[src/rtl/rf_write_arbiter.sv]
// Shares the register-file write port between the pipeline (priority) and a long-latency unit.
// Optional statistics counters are enabled with `define RF_WRITE_ARBITER_STATS_EN.
module rf_write_arbiter #(
    parameter int unsigned STARVE_LIMIT = 4
`ifdef RF_WRITE_ARBITER_STATS_EN
    ,
    parameter int unsigned CNT_W = 8
`endif
) (
    input  logic        clk,
    input  logic        rst,
    input  logic        p_wen,
    input  logic [4:0]  p_wsel,
    input  logic [31:0] p_wdat,
    output logic        p_stall,
    input  logic        l_valid,
    input  logic [4:0]  l_wsel,
    input  logic [31:0] l_wdat,
    output logic        l_ready,
    output logic        rf_wen,
    output logic [4:0]  rf_wsel,
    output logic [31:0] rf_wdat
`ifdef RF_WRITE_ARBITER_STATS_EN
    ,
    output logic [CNT_W-1:0] stat_drops,
    output logic [CNT_W-1:0] stat_forces,
    output logic [CNT_W-1:0] stat_writes
`endif
);

    typedef enum logic [1:0] {IDLE, WAIT, FORCE} state_t;

    localparam logic [3:0] LIMIT = 4'(STARVE_LIMIT);

    state_t      state, state_next;
    logic [3:0]  wait_cnt, wait_cnt_next;
    logic [4:0]  buf_wsel;
    logic [31:0] buf_wdat;
    logic        buf_v;
    logic        accept;
    logic        waw_hit;
    logic        sel_wen;
    logic [4:0]  sel_wsel;
    logic [31:0] sel_wdat;
    logic        stall;

    assign buf_v   = (state != IDLE);
    assign l_ready = !buf_v && !rst;
    assign accept  = l_valid && l_ready;
    assign waw_hit = p_wen && (p_wsel == buf_wsel) && (p_wsel != 5'd0);

    always_ff @(posedge clk or posedge rst) begin
        if (rst) begin
            state    <= IDLE;
            wait_cnt <= 4'd0;
            buf_wsel <= 5'd0;
            buf_wdat <= 32'd0;
        end else begin
            state    <= state_next;
            wait_cnt <= wait_cnt_next;
            if (accept) begin
                buf_wsel <= l_wsel;
                buf_wdat <= l_wdat;
            end
        end
    end

    always_comb begin
        state_next    = state;
        wait_cnt_next = wait_cnt;
        sel_wen       = 1'b0;
        sel_wsel      = 5'd0;
        sel_wdat      = 32'd0;
        stall         = 1'b0;
        case (state)
            IDLE: begin
                if (p_wen) begin
                    sel_wen  = 1'b1;
                    sel_wsel = p_wsel;
                    sel_wdat = p_wdat;
                end
                if (accept) begin
                    state_next    = WAIT;
                    wait_cnt_next = 4'd0;
                end
            end
            WAIT: begin
                if (p_wen) begin
                    sel_wen  = 1'b1;
                    sel_wsel = p_wsel;
                    sel_wdat = p_wdat;
                    if (waw_hit) begin
                        state_next    = IDLE;
                        wait_cnt_next = 4'd0;
                    end else if (wait_cnt + 4'd1 == LIMIT) begin
                        state_next    = FORCE;
                        wait_cnt_next = 4'd0;
                    end else begin
                        wait_cnt_next = wait_cnt + 4'd1;
                    end
                end else begin
                    sel_wen       = 1'b1;
                    sel_wsel      = buf_wsel;
                    sel_wdat      = buf_wdat;
                    state_next    = IDLE;
                    wait_cnt_next = 4'd0;
                end
            end
            FORCE: begin
                // A forced register-0 entry needs no port cycle, so P is let through instead.
                if (buf_wsel != 5'd0) begin
                    sel_wen  = 1'b1;
                    sel_wsel = buf_wsel;
                    sel_wdat = buf_wdat;
                    stall    = 1'b1;
                end else if (p_wen) begin
                    sel_wen  = 1'b1;
                    sel_wsel = p_wsel;
                    sel_wdat = p_wdat;
                end
                state_next    = IDLE;
                wait_cnt_next = 4'd0;
            end
            default: begin
                state_next    = IDLE;
                wait_cnt_next = 4'd0;
            end
        endcase
    end

    assign rf_wen  = !rst && sel_wen && (sel_wsel != 5'd0);
    assign rf_wsel = rst ? 5'd0 : sel_wsel;
    assign rf_wdat = rst ? 32'd0 : sel_wdat;
    assign p_stall = !rst && stall;

`ifdef RF_WRITE_ARBITER_STATS_EN
    logic drop_evt;
    logic force_evt;

    assign drop_evt  = (state == WAIT) && waw_hit;
    assign force_evt = (state == FORCE);

    // Saturating event counters.
    always_ff @(posedge clk or posedge rst) begin
        if (rst) begin
            stat_drops  <= '0;
            stat_forces <= '0;
            stat_writes <= '0;
        end else begin
            if (drop_evt && (stat_drops != '1))
                stat_drops <= stat_drops + 1'b1;
            if (force_evt && (stat_forces != '1))
                stat_forces <= stat_forces + 1'b1;
            if (rf_wen && (stat_writes != '1))
                stat_writes <= stat_writes + 1'b1;
        end
    end
`endif

endmodule

[config.mk]
export PLATFORM = sky130hd
export DESIGN_NAME = rf_write_arbiter
export DESIGN_NICKNAME = d
export VERILOG_FILES = /design/src/rtl/rf_write_arbiter.sv
export SDC_FILE = /design/constraint.sdc
export NUM_CORES = 1
export LEC_CHECK = 0
export CAP_MARGIN = 40
export CORE_MARGIN = 4
export CORE_UTILIZATION = 25
export CTS_CLUSTER_DIAMETER = 100
export CTS_CLUSTER_SIZE = 40
export DETAILED_ROUTE_END_ITERATION = 8
export GPL_ROUTABILITY_DRIVEN = 0
export PLACE_DENSITY = 0.53
export SYNTH_ARGS = -nofsm -noshare
export SYNTH_HDL_FRONTEND = slang
export SYNTH_SLANG_ARGS = --single-unit
[constraint.sdc]
create_clock -name clk -period 6.1 [get_ports clk]
set_input_delay 0.61 -clock clk [delete_from_list [all_inputs] [get_ports clk]]
set_output_delay 0.61 -clock clk [all_outputs]
set_load 0.02 [all_outputs]
* Word level (Yosys, flattened, before mapping)
Index checks and enable logic that the tools add are counted.
Word-level totals: latch bits 0, bits in writable memories 0, ROM bits 0, output and inout port bits 40, word-level logic and storage cells 51, bits in registers 43, memories 0
Operators by class: magnitude comparators 0, mux-type cells 25, bitwise logic cells 0, divide/modulo/power cells 0, reductions and logical operators 15, equality and inequality tests 6, $add $sub $neg 1, shift-type cells 0, multiply operators 0
Operators with widths (number):
- 2-to-1 mux 32 bit | 4
- case mux 32 bit (3 select lines) | 1
- 2-to-1 mux 5 bit | 4
- 2-to-1 mux 4 bit | 4
- case mux 5 bit (3 select lines) | 1
- nonzero test 5 bit | 3
- 2-to-1 mux 2 bit | 4
- case mux 4 bit (2 select lines) | 1
- logical AND 1 bit | 7
- equality test 5 bit | 1
- adder 4 x 1 -> 4 bit, second input constant | 1
- equality test 4 x 3 -> 1 bit, second input constant | 1
- 2-to-1 mux 1 bit | 4
- != test 4 bit, second input constant | 1
- case mux 2 bit (2 select lines) | 1
- case mux 1 bit (3 select lines) | 1
- equality test 2 x 1 -> 1 bit, second input constant | 1
- equality test 2 bit, second input constant | 1
- logical NOT 1 bit | 2
- logical NOT 2 bit | 1
- != test 2 bit, second input constant | 1
- AND reduction 2 bit | 1
- nonzero test 2 bit | 1

* Logic depth before layout (Yosys ltp)
Gate-level depths: netlist of run 1.
depth in word-level cells 6, mapped depth 8

* Worst setup path before layout of run 1
No wires, ideal clock.
path type input port to output port, from input rst, to output rf_wdat[11], path buffers 2, arrival time 2.370 ns, slack 3.120 ns, required time 5.490 ns, cell stages on the path 5, path through inv_1 nand2_1 clkbuf_1 buf_2 nor2_2
On the way: word-level cells in the longest chain between the ends 1
Ends and longest elaborated chain:
- start: declaration | line 11 | input logic rst,
- 2-to-1 mux 32 bit | line 133 | assign rf_wdat = rst ? 32'd0 : sel_wdat;
- end: declaration | line 22 | output logic [31:0] rf_wdat
No other way between the ends.

* Final worst setup path of run 1
from input p_wen, to output rf_wdat[8]
On the way: word-level cells in the longest chain between the ends 4
Ends and longest elaborated chain:
- start: declaration | line 12 | input logic p_wen,
- 2-to-1 mux 32 bit | line 77, 116
- 2-to-1 mux 32 bit | line 111 | if (buf_wsel != 5'd0) begin
- case mux 32 bit (3 select lines) (*) | line 75 | case (state)
- 2-to-1 mux 32 bit (*) | line 133
Mark *: on every way between the ends. The rest lies on a longest branch, timed or not.

==> impl_results.md, run 1 <==
* H-Tree Depth at 2
* Largest net degree at the start of global routing at 44
* Crit path launch: p_wen
* EDFF count, synth at 0
* Final min period at around 4.0 ns
* Synthesized area at 2795 um^2
* Final hold slack at slightly above 0.5 ns
* WL per Instance at 15.51 um
* Synth cell types at between 40 and 50
* Vias at approximately 2300
* Design area at 4190 um^2
* WP buf/inv at 3
* Clk sink count at 43
* Setup violators final at 0
* Initial antenna violation count at 0
* Core area at 10890 um^2
* Leak Pwr at 1.546 nW
* Sequential Power Share at 0.421
* Clk pwr share at 0.276
* CP most frequent cell: clkdlybuf4s50_1
* Pwr Total at 955.4 uW
* Max Clock Freq at 0.2529 GHz
* Worst hold path cell count at 1
* PortBufs at 117
* First-pass GRT wire length at around 13000 um
* Int Pwr at 680.2 uW
* Area Overhead vs Synth at 49.91%
* CP Depth at 7
* Iteration count of the initial detailed-routing pass at 4
* Logic pwr share at 0.304
* Max incr delay on CP at 0.63 ns
* DRT antenna net count at 0
* Drt drc at 0
* Async SR Flop Fraction at 1.000
* Final Hold Viols at 0
* Clk Latency, worst-skew pair at 0.29 ns
* Crit path to: rf_wdat[8]
* R2R Path End: wait_cnt[2]
* Initial Util at 0.2567
* Primary FF master, synth: dfrtp_1
* Syn_nets at between 300 and 400
* DRT iter0 DRCs at 95
* Root Driver: clkbuf_8
* CTS buffer count at 5
* Worst-path cell chain: clkdlybuf4s50_1 -> nand2b_1 -> o22ai_4 -> buf_4 -> a22oi_2 -> nor2_2 -> clkdlybuf4s50_1
* Critical path type: input port to primary output
* Fin cells at 496
* I/O pin count at 118
* CTS tree: done
* Area after DPL at 4058 um^2
* Placed Instances at approximately 500
* Die outline height at 113.7 um
* Slew margin rel. at 0.5250
* # nets final at 435
* Via-to-Cell Ratio at 4.623
* Worst Tran Pin Value at 0.7015 ns
* Synthesized instance count at 245
* Crit start category: input port
* Max cap viols at 0
* N_diodes at 0
* Hold crit path type: flop to flop
* CTS Hold Bufs at 0
* Post-synthesis register bit count at 43
* Critical Path Slowest Stage Cell: clkdlybuf4s50_1
* Post-Syn Area per Cell at between 10 and 15 um^2
* GRT Overall Usage at 0.1203
* WP data required at 5.49 ns
* Die width at 113.7 um
* PwrDens at 228.0 nW/um^2
* Status: finished clean
* Clk buf depth at 2
* Slew Viols, Final at 0
* FF-to-FF path depth at 6
* Arrival time worst endpoint at 3.34 ns
* Sw Share at 0.2880
* Max IR drop VDD at 0.09740 mV
* Unrepaired setup endpoints after global routing: no
* Reg2reg setup slack at 3.87 ns
* Critical-path maximum fanout at 21
* # resized after CTS at 0
* Clk slew on worst S/H paths at 0.08 ns
* Vias in the first global route at 2546
* Total gr overflow at 0
* Net switching power at 275.2 uW
* Die ar. at 12940 um^2
* Crit end category: primary output
* Post-synthesis sequential area ratio at 0.3850
* Layout cells sized above 1 at 0.3399
* Crit path max-delay family: buffers and inverters
* Post-Route Skew at 0.007908 ns
* HPWL Detailed at 5747 um
* Row count at 38
* Tcrit/Tclk final at 0.6482
* Fin Setup TNS at 0 ns
* Yosys warns at 0
* Buffers inserted by post-CTS timing repair at 0
* Drt total wl at 7693 um
* R2r startpoint: state[1]
==> cells by family (layout without fill, tap and decap cells) <==
kind of cell               Yosys count  after routing  synth area share
AOI/OAI and AO/OA                   55             55            0.2041
xor gates and xnor gates             5              5           0.01567
adders and majority gates            2              2          0.008951
buffers and inverters               25            136           0.06804
DFF                                 43             43            0.3850
muxes                               37             37            0.1491
and+or+nand+nor                     78             78            0.1692
==> through the flow <==
| step | setup WS (ns) | utilization |
|---|---|---|
| floorplan | 3.120 | - |
| global placement | 2.127 | 0.3690 |
| detailed placement | 2.159 | 0.3727 |
| CTS | 2.138 | 0.3849 |
| global route | 1.976 | 0.3849 |
| finish | 2.146 | 0.3849 |
==> cell usage in the layout, fill, tap and decap left out, types with 2 or more instances in the layout <==
| cell type | instances |
|---|---|
| nand3_1 | 2 |
| a221o_1 | 3 |
| clkdlybuf4s50_1 | 117 |
| inv_1 | 4 |
| buf_12 | 2 |
| mux2_2 | 37 |
| bufinv_16 | 2 |
| a211oi_1 | 2 |
| nor3_1 | 3 |
| nor2_2 | 30 |
| a21o_1 | 2 |
| dfrtp_1 | 43 |
| nand2_1 | 6 |
| a22oi_1 | 2 |
| nor2_1 | 11 |
| nor2b_1 | 3 |
| a21oi_1 | 3 |
| buf_4 | 4 |
| ha_1 | 2 |
| nand2b_1 | 7 |
| a22oi_2 | 30 |
| and4_1 | 2 |
| nor4bb_1 | 3 |
| xnor2_1 | 5 |
| clkbuf_8 | 5 |
| o21ai_0 | 6 |
==> sequential cells by signal (all words and copies together), names as in the netlist <==
register	count
wait_cnt	4
state	2
buf_wsel	5
buf_wdat	32
==> power by group through the flow <==
| stage | logic [mW] | registers (mW) | clock network [mW] |
|---|---|---|---|
| 6_report | 0.290 | 0.402 | 0.264 |
| 4_1_cts | 0.296 | 0.403 | 0.276 |
| 2_1_floorplan | 0.193 | 0.389 | 0 |
| 5_1_grt | 0.316 | 0.412 | 0.285 |
| 3_3_place_gp | 0.288 | 0.407 | 0 |
| 3_5_place_dp | 0.295 | 0.408 | 0 |
==> Yosys cell counts (4+ instances only) <==
library cell	instances	area, um^2
inv_1	5	18.77
a22oi_2	30	375.4
o21ai_0	6	30.03
xnor2_1	5	43.79
nor2_2	30	187.7
nor2_1	11	41.29
clkbuf_1	4	15.01
buf_6	5	56.30
nand2_1	7	26.28
buf_2	8	40.04
nand2b_1	7	43.79
dfrtp_1	43	1076
mux2_2	37	416.7
==> routing by layer <==
| metal | track usage | vias up | routed length (um) |
|---|---|---|---|
| li1 | - | 1105 | - |
| met1 | 0.1523 | 1108 | 3376 |
| met2 | 0.1967 | 74 | 3669 |
| met3 | 0.04138 | 6 | 581 |
| met4 | 0.03045 | 0 | 65 |
| met5 | 0 | - | 0 |
==> worst min path at each step <==
| stage | slack (ns) | from | end |
|---|---|---|---|
| floorplan | 0.48 | buf_wdat[31] | buf_wdat[31] |
| global placement | 0.50 | buf_wdat[0] | buf_wdat[0] |
| detailed placement | 0.50 | buf_wdat[0] | buf_wdat[0] |
| CTS | 0.52 | buf_wdat[0] | buf_wdat[0] |
| global route | 0.55 | buf_wdat[0] | buf_wdat[0] |
| finish | 0.52 | buf_wdat[0] | buf_wdat[0] |
==> worst register-to-register path, stage by stage (launching register included) <==
cell	delay (ns)
dfrtp_1	0.60
nor4b_2	0.41
buf_4	0.38
nor3_1	0.19
nand2b_1	0.20
a211oi_1	0.26
a21o_1	0.11
==> final cells by class <==
type | count | area (um^2)
clock buffer | 6 | 72.57
clock inverter | 2 | 60.06
fill | 1116 | 6698
inverter | 5 | 18.77
multi-input combinational | 177 | 1546
sequential | 43 | 1076
tap | 140 | 175.2
timing repair buffer | 123 | 1241
Power figures use the tool's default switching activity.
==> run 2, diff against run 1 <==
--- a/config.mk
+++ b/config.mk
@@ -12,7 +12,7 @@
 export CTS_CLUSTER_SIZE = 40
 export DETAILED_ROUTE_END_ITERATION = 8
 export GPL_ROUTABILITY_DRIVEN = 0
-export PLACE_DENSITY = 0.53
+export PLACE_DENSITY = 0.55
 export SYNTH_ARGS = -nofsm -noshare
 export SYNTH_HDL_FRONTEND = slang
 export SYNTH_SLANG_ARGS = --single-unit
==> constraint.sdc (replaced) <==
create_clock -name clk -period 3.6 [get_ports clk]
set_input_delay 0.36 -clock clk [delete_from_list [all_inputs] [get_ports clk]]
set_output_delay 0.36 -clock clk [all_outputs]
set_load 0.02 [all_outputs]
==> run 2 against run 1 <==
Compared with the run above:
- utilization about the same
- register-to-register slack got worse by 2.4 ns
- final cell count increased by 0.81%
- critical path depth unchanged
- clock skew decreased by 0.0012 ns
- global-route usage decreased by 0.21 points
- clock-buffer cell count increased by 1
- first-iteration DRC count decreased by 42%
- combinational power increased by 71%
- die area unchanged
- worst hold slack improved by 0.0061 ns
- critical path type is now flop to primary output
- via count decreased by 0.39%
==> impl_results.md, run 2 (synthesis gave the netlist of run 1 again) <==
* Final setup margin at 0.3786 ns
* DRT iter0 DRCs at 55
* Sw Share at 0.3062
* R2R Path End: wait_cnt[3]
* CTS buffer count at 5
* CTS Hold Bufs at 0
* Row count at 38
* Area Overhead vs Synth at 49.96%
* Buffers inserted by post-CTS timing repair at 0
* R2r startpoint: state[1]
* Tcrit/Tclk final at 0.8948
* Worst Tran Pin Value at between 0.7 and 0.8 ns
* Final hold slack at 0.5245 ns
* Initial antenna violation count at 0
* Critical-path maximum fanout at 16
* First-pass GRT wire length at ~12000 um
* Iteration count of the initial detailed-routing pass at 4
* Max cap viols at 0
* Int Pwr at 1.055 mW
* Leak Pwr at 1.548 nW
* PortBufs at 117
* Root Driver: clkbuf_8
* Clk Latency, worst-skew pair at a little under 0.3 ns
* Post-Route Skew at 0.006677 ns
* Setup violators final at 0
* Fillers at 1104
* Commonest cells after routing, fill and taps aside: clkdlybuf4s50_1 (117), dfrtp_1 (43), mux2_2 (37)
* PwrDens at between 300 and 400 nW/um^2
* Arrival time worst endpoint at 2.86 ns
* DRT antenna net count at 0
* Clk pwr share at 0.225
* Status: finished clean
* Hold crit path type: flop to flop
* WP data required at 3.24 ns
* Largest net degree at the start of global routing at between 40 and 50
* Fin Setup TNS at 0 ns
* Reg2reg setup slack at roughly 1.5 ns
* WL per Instance at ~15 um
* Drt drc at 0
* Area of the multi-input gates at about 1500 um^2
* Final Hold Viols at 0
* Clk buf depth at 2
* Clk slew on worst S/H paths at 0.08 ns
* Vias at 2284
* Reg area at 1076 um^2
* Slew Viols, Final at 0
* Crit path to: rf_wdat[31]
* Placed Instances at 492
* Largest Register: buf_wdat
* I/O pin count at 118
* Pwr Total at 1.520 mW
* Total gr overflow at 0
* Drt total wl at 7596 um
* Core area at 10890 um^2
* Die width at 113.7 um
* CTS tree: done
* # resized after CTS at 0
* Initial Util at 0.2567
* Commonest non-fill, non-tap cell in the layout: clkdlybuf4s50_1
* Via-to-Cell Ratio at 4.568
* # nets final at about 440
* Clk sink count at 43
* Vias in the first global route at between 2000 and 2500
* H-Tree Depth at 2
* Slew margin rel. at 0.5226
* Fin cells at 500
* Die outline height at 113.7 um
* Max Clock Freq at between 0.3 and 0.4 GHz
* HPWL Detailed at a little under 6000 um
* Net switching power at 465.6 uW
* Crit path launch: buf_wsel[0]
* N_diodes at 0
* Sequential Power Share at 0.448
* Crit end category: primary output
* Max IR drop VDD at roughly 0.17 mV
* Placement Setup Slack at around 0.63 ns
* Layout cells sized above 1 at 0.3500
* Logic pwr share at 0.327
* Final min period at 3.221 ns
* Unrepaired setup endpoints after global routing: no
* Crit start category: flop
* Critical path type: flop to primary output
* GRT Overall Usage at 0.1182
* Largest register FFs at 32
* Die ar. at 12940 um^2
* FF-to-FF path depth at 6
* Largest regs: buf_wdat: 32 flops, buf_wsel: 5 flops, wait_cnt: 4 flops
run 2: cell count changes in the layout (fill, tap and decap cells not counted):
cell        previous run  this run
buf_4                  4         8
clkbuf_8               5         7
bufinv_16              2         0
clkbuf_1               1         0
clkinvlp_4             0         1
run 2: per-stage QoR:
| stage | util | cell area (um^2) |
|---|---|---|
| global route | 0.3850 | 4192 |
| detailed placement | 0.3754 | 4088 |
| CTS | 0.3850 | 4192 |
| global placement | 0.3754 | 4088 |
| finish | 0.3850 | 4192 |
| floorplan | - | 2795 |
run 2: how the worst min path moves through the flow:
| stage | cells after the start | startpoint | endpoint | slack, ns |
|---|---|---|---|---|
| final | 1 | buf_wdat[0] | buf_wdat[0] | 0.52 |
| after global routing | 1 | buf_wdat[30] | buf_wdat[30] | 0.55 |
| after CTS | 1 | buf_wdat[0] | buf_wdat[0] | 0.53 |
| after detailed placement | 1 | buf_wdat[0] | buf_wdat[0] | 0.51 |
| after global placement | 1 | buf_wdat[0] | buf_wdat[0] | 0.51 |
| after floorplan | 1 | buf_wdat[31] | buf_wdat[31] | 0.48 |
run 2: power by group through the flow:
| stage | combinational (mW) | clock [mW] | sequential, mW |
|---|---|---|---|
| 2_1_floorplan | 0.326 | 0 | 0.660 |
| 3_3_place_gp | 0.499 | 0 | 0.691 |
| 3_5_place_dp | 0.505 | 0 | 0.692 |
| 4_1_cts | 0.506 | 0.363 | 0.683 |
| 5_1_grt | 0.538 | 0.381 | 0.699 |
| 6_report | 0.497 | 0.343 | 0.681 |
run 2: final cells by class:
type | instances | area share
multi-input cells | 177 | 0.3690
repair buffers | 127 | 0.3033
flip-flops and latches | 43 | 0.2567
well taps | 140 | 0.04179
clock buffers | 7 | 0.02299
inverters | 5 | 0.004478
clock inverters | 1 | 0.001791
run 2: critical path, cell delays in order, from the launching register on:
cell             delay, ns
dfrtp_1               0.44
or4_4                 0.62
o31ai_2               0.18
and2_2                0.20
buf_4                 0.28
a22oi_1               0.12
nor2_1                0.11
clkdlybuf4s50_1       0.61
run 2: layer usage:
| metal | up-vias | global-route usage | part of all wire |
|---|---|---|---|
| met3 | 2 | 0.04668 | 0.085 |
| li1 | 1113 | - | - |
| met4 | 0 | 0.02404 | 0.0038 |
| met2 | 76 | 0.2018 | 0.49 |
| met1 | 1093 | 0.1411 | 0.42 |
| met5 | - | 0 | 0 |
